[config.mk]
export PLATFORM = sky130hd
export DESIGN_NAME = ws2812_rx_decoder
export DESIGN_NICKNAME = d
export VERILOG_FILES = /design/src/rtl/ws2812_rx_decoder.sv
export SDC_FILE = /design/constraint.sdc
export NUM_CORES = 1
export LEC_CHECK = 0
export BUFFER_PORTS_ARGS = -buffer_cell sky130_fd_sc_hd__buf_2
export CORE_MARGIN = 2
export CORE_UTILIZATION = 42
export DETAILED_ROUTE_END_ITERATION = 10
export GPL_TIMING_DRIVEN = 0
export PLACE_DENSITY = 0.65
export SYNTH_ARGS = -nofsm -noshare
export SYNTH_HDL_FRONTEND = slang
export SYNTH_SLANG_ARGS = --single-unit
[constraint.sdc]
create_clock -name clk -period 2.5 [get_ports clk]
set_input_delay 0.375 -clock clk [delete_from_list [all_inputs] [get_ports clk]]
set_output_delay 0.375 -clock clk [all_outputs]
set_load 0.1 [all_outputs]
[src/rtl/ws2812_rx_decoder.sv]
// WS2812B receive decoder: slices high-pulse widths into bits, assembles MSB-first GRB words,
// detects the long low frame reset and forwards the line onward once the first word is consumed.
module ws2812_rx_decoder #(
  parameter int T_THRESH  = 60,
  parameter int MIN_HIGH  = 10,
  parameter int MAX_HIGH  = 127,
  parameter int RESET_CNT = 5000
) (
  input  logic        clk,
  input  logic        reset,
  input  logic        din,
  output logic [23:0] data_out,
  output logic        data_valid,
  output logic [7:0]  pixel_idx,
  output logic        frame_end,
  output logic [7:0]  pixel_count,
  output logic        err,
  output logic        dout
);

  localparam logic [6:0]  TH_C     = 7'(T_THRESH);
  localparam logic [6:0]  MIN_C    = 7'(MIN_HIGH);
  localparam logic [6:0]  MAX_C    = 7'(MAX_HIGH);
  localparam logic [12:0] RST_C    = 13'(RESET_CNT);
  localparam logic [12:0] RST_M1_C = 13'(RESET_CNT - 1);

  typedef enum logic [1:0] {IDLE, HIGH, LOW, WAIT_RST} state_t;

  state_t      state;
  logic        s1, s2, s3;
  logic        rise, fall, bitVal, endLow;
  logic [6:0]  hCnt;
  logic [12:0] lCnt;
  logic [4:0]  bitCnt;
  logic [23:0] shReg;
  logic [7:0]  wordCnt;
  logic        fwd;

  assign rise   = s2 & ~s3;
  assign fall   = ~s2 & s3;
  assign bitVal = (hCnt >= TH_C);
  // Fires on the cycle whose clock edge brings lCnt to RESET_CNT, so frame_end lands one edge later.
  assign endLow = ~s2 && (lCnt == RST_M1_C);

  always_ff @(posedge clk) begin
    if (reset) begin
      s1   <= 1'b0;
      s2   <= 1'b0;
      s3   <= 1'b0;
      hCnt <= '0;
      lCnt <= '0;
    end else begin
      s1 <= din;
      s2 <= s1;
      s3 <= s2;
      if (rise)
        hCnt <= 7'd1;
      else if (s2 && hCnt != MAX_C)
        hCnt <= hCnt + 7'd1;
      if (rise)
        lCnt <= '0;
      else if (!s2 && lCnt != RST_C)
        lCnt <= lCnt + 13'd1;
    end
  end

  always_ff @(posedge clk) begin
    if (reset) begin
      state       <= IDLE;
      data_out    <= '0;
      data_valid  <= 1'b0;
      pixel_idx   <= '0;
      frame_end   <= 1'b0;
      pixel_count <= '0;
      err         <= 1'b0;
      dout        <= 1'b0;
      fwd         <= 1'b0;
      bitCnt      <= '0;
      shReg       <= '0;
      wordCnt     <= '0;
    end else begin
      data_valid <= 1'b0;
      frame_end  <= 1'b0;
      err        <= 1'b0;
      dout       <= fwd ? s2 : 1'b0;
      case (state)
        IDLE: begin
          if (rise)
            state <= HIGH;
        end
        HIGH: begin
          if (fall) begin
            if (hCnt < MIN_C) begin
              err   <= 1'b1;
              state <= LOW;
            end else if (hCnt < MAX_C) begin
              shReg <= {shReg[22:0], bitVal};
              if (bitCnt == 5'd23) begin
                data_out   <= {shReg[22:0], bitVal};
                data_valid <= 1'b1;
                pixel_idx  <= wordCnt;
                if (wordCnt != 8'hFF)
                  wordCnt <= wordCnt + 8'd1;
                bitCnt <= '0;
                fwd    <= 1'b1;
              end else begin
                bitCnt <= bitCnt + 5'd1;
              end
              state <= LOW;
            end else begin
              // Pulse ended exactly as the counter saturated: still too long to be a bit.
              err    <= 1'b1;
              bitCnt <= '0;
              state  <= WAIT_RST;
            end
          end else if (s2 && hCnt == MAX_C) begin
            err    <= 1'b1;
            bitCnt <= '0;
            state  <= WAIT_RST;
          end
        end
        LOW: begin
          if (rise) begin
            state <= HIGH;
          end else if (endLow) begin
            frame_end   <= 1'b1;
            pixel_count <= wordCnt;
            wordCnt     <= '0;
            fwd         <= 1'b0;
            if (bitCnt != 5'd0)
              err <= 1'b1;
            bitCnt <= '0;
            state  <= IDLE;
          end
        end
        WAIT_RST: begin
          if (endLow) begin
            frame_end   <= 1'b1;
            pixel_count <= wordCnt;
            wordCnt     <= '0;
            fwd         <= 1'b0;
            bitCnt      <= '0;
            state       <= IDLE;
          end
        end
        default: state <= IDLE;
      endcase
    end
  end

endmodule

==> metrics.txt <==
CP peak stage delay=0.53 ns; Worst EP arrival=2.66 ns; final setup fails=0; WL final=9870 um; Setup Fix Bufs, Post-CTS=0; post-synthesis net count=530; adder-cell share of the synthesized area=3.32%; number of diodes=0; yosys warns=0; Area Overhead vs Synth=14.3%; post-route ant nets=0; CP cell instances=ha_1 > nand3b_1 > nor4b_1 > nand4_1 > o31ai_4 > o21ba_2; first-pass GRT wire length=16600 um; RR Startpoint=lCnt[0]; die area=11600 um^2; share of layout cells above drive strength 1=14.9%; initial antenna violation count=0; register area share after synthesis=47.0%; Design Area, Final=5170 um^2; synthesized flop and latch total=106; CP required=2.78 ns; crit-path max FO=9; Core Rows=37; Synth Area in XOR/XNOR=3.10%; number of CTS-inserted buffers=9; fmax=0.420 GHz; Clock transition at path regs=0.10 ns; Pwr Total=0.00335 W; Die Y=108 um; worst r2r path cells=6; clock skew=0.0150 ns; worst skew pair latency=0.38 ns; hpwl dp=7030 um; nets=587; first drt pass iteration count=5; die width=108 um; multiplexer share of the synthesized area=6.87%; overflow left after global routing=0; CTS Hold Bufs=0; CP max stage cell=o31ai_4; Worst Setup EP=wordCnt[7]; gr usage total=17.9%; cells after synthesis=515; R2R Path End=wordCnt[7]; R2R setup slack=0.12 ns; DRC viols=0; critical path class=flip-flop to flip-flop; CTS max path bufs=2; H-tree levels=3; top_reg_cell synth=dfxtp_1; CTS tree=done; crit path from=lCnt[0]; WHS=0.219 ns; measured slew at the worst slew-check pin=0.601 ns; Setup WS pre-CTS=-0.0973 ns; VDD IR-drop max=0.000346 V; post-synthesis compound-gate area fraction=13.5%; DR WL/cell=13.8 um; Setup crit end kind=flip-flop; final worst setup slack=0.121 ns; number of top-level pins=47; largest net degree at the start of global routing=20; Cell variety after synth=56; Placed Area=4920 um^2; Initial Util=43.6%; Core Box Area=10400 um^2; Max Slew Vio Count=0; Worst Hold Class=primary input to flip-flop; Starting DRT DRC Count=142; RSZ-0062 raised after global routing=true; EDFF count, synth=0; Final Hold Violating Endpoints=0; DR vias=3734; post-synthesis simple-gate area fraction=22.3%; post-synthesis async set-or-reset flop share=0%; port buffer count=46; leakage power=1.89 nW; power density cells=648 nW/um^2; Final Wtd Congestion=0.822; Syn Area/Cell=8.77 um^2; routed vias/inst=5.24; status=complete, no violations; CP Launch Type=flip-flop; Netlist Area Pre-Place=4520 um^2; max_cap viols=0; largest family of logic cells by synthesized area=simple AND/OR/NAND/NOR gates; Final period util=95.1%; vias in the first global route=3520; setup TNS=0 ns; minimum clock period=2.38 ns; root buffer cell=clkbuf_8; clk sinks=106; relative slew slack=59.7%
[through the flow]
stage	instances	util, %
floorplan	515	-
global placement	697	47.4
detailed placement	697	47.4
CTS	713	49.5
global route	713	49.8
finish	713	49.8
[where the power goes]
group	internal (W)	leakage (nW)	switching (W)	total (W)
Sequential	0.00172	0.855	0.0000396	0.00176
Clock	0.000515	0.112	0.000624	0.00114
Combinational	0.000133	0.920	0.000313	0.000446
[timing repair]
item                                    in CTS  in global routing
gates resized for setup                      1                  5
pin swaps                                    0                  1
cloned                                       0                  0
endpoints found under the setup margin       1                 37
[sequential cells by signal, summed over array words and instances, names as in the netlist, 2 cells and up]
register,cells
shReg,23
data_out,24
pixel_idx,8
lCnt,13
pixel_count,8
state,2
hCnt,7
wordCnt,8
bitCnt,5
[final cells by class]
type | instances | area (um^2)
flip-flops and latches | 106 | 2120
repair buffers | 46 | 230
well taps | 136 | 170
multi-input cells | 366 | 2250
clock inverters | 6 | 78.8
plain buffers | 27 | 118
fillers | 1023 | 5200
clock buffers | 10 | 138
inverters | 16 | 60.1
[kinds of logic after synthesis]
family,Yosys count
flops,106
mux,31
compound gates,97
buf+inv,43
simple gates,210
fa+ha+maj,12
xor+xnor,16
[cells in the final DEF (no fill, tap or decap), drive strengths merged, types with 3 or more instances in the layout]
cell type,count
nand4b,3
clkbuf,29
xor2,9
o21ai,17
or2,4
mux2i,31
o41ai,3
a21oi,49
or4,7
nand4,8
xnor2,7
nand3,17
inv,20
ha,12
o31ai,6
nor2b,7
nor3,4
nor2,66
o311ai,3
or3,6
a211oi,3
nand2,70
o211ai,3
and3,4
buf,54
dfxtp,106
[synth_stat cells, drive strengths merged (2+ instances only)]
| master | instances | area share (%) |
|---|---|---|
| a211oi | 3 | 0.50 |
| a21oi | 49 | 5.4 |
| a31oi | 2 | 0.42 |
| a41oi | 2 | 0.39 |
| and3 | 4 | 0.55 |
| and3b | 2 | 0.39 |
| buf | 8 | 1.0 |
| clkbuf | 19 | 1.6 |
| dfxtp | 106 | 47 |
| ha | 12 | 3.3 |
| inv | 15 | 1.2 |
| mux2i | 31 | 6.9 |
| nand2 | 70 | 5.8 |
| nand2b | 2 | 0.28 |
| nand3 | 17 | 1.9 |
| nand4 | 8 | 1.1 |
| nand4b | 3 | 0.58 |
| nor2 | 66 | 5.5 |
| nor2b | 7 | 0.97 |
| nor3 | 4 | 0.55 |
| nor4 | 2 | 0.61 |
| o211ai | 3 | 0.50 |
| o21ai | 17 | 1.9 |
| o311ai | 3 | 0.58 |
| o31ai | 6 | 1.1 |
| o41ai | 3 | 0.58 |
| or2 | 4 | 0.55 |
| or3 | 6 | 0.83 |
| or4 | 7 | 1.2 |
| or4b | 2 | 0.44 |
| xnor2 | 7 | 1.4 |
| xor2 | 9 | 1.7 |
[worst min-delay path by stage]
stage | startpoint | end | slack (ns) | cells after the start
finish | din | s1 | 0.22 | 2
global route | din | s1 | 0.24 | 2
CTS | din | s1 | 0.21 | 2
detailed placement | s1 | s2 | 0.44 | 1
global placement | s1 | s2 | 0.43 | 1
floorplan | s1 | s2 | 0.41 | 1
[layer usage]
layer | GRT usage (%) | vias up | wire length, um | share of wire, %
met5 | 0 | - | 0 | 0
met4 | 7.42 | 0 | 127 | 1.3
met3 | 4.30 | 8 | 400 | 4.1
met2 | 28.2 | 73 | 4530 | 46
met1 | 23.5 | 1746 | 4800 | 49
li1 | - | 1907 | - | -
[critical path: cells and delay by family (launching register included)]
family | cells | cell delay, ns
AND/OR/NAND/NOR | 3 | 0.90
AO/OA/AOI/OAI | 2 | 0.74
flip-flops | 1 | 0.41
adder cells (fa/ha/maj) | 1 | 0.23
No activity file was read; power rests on OpenSTA's default activity.
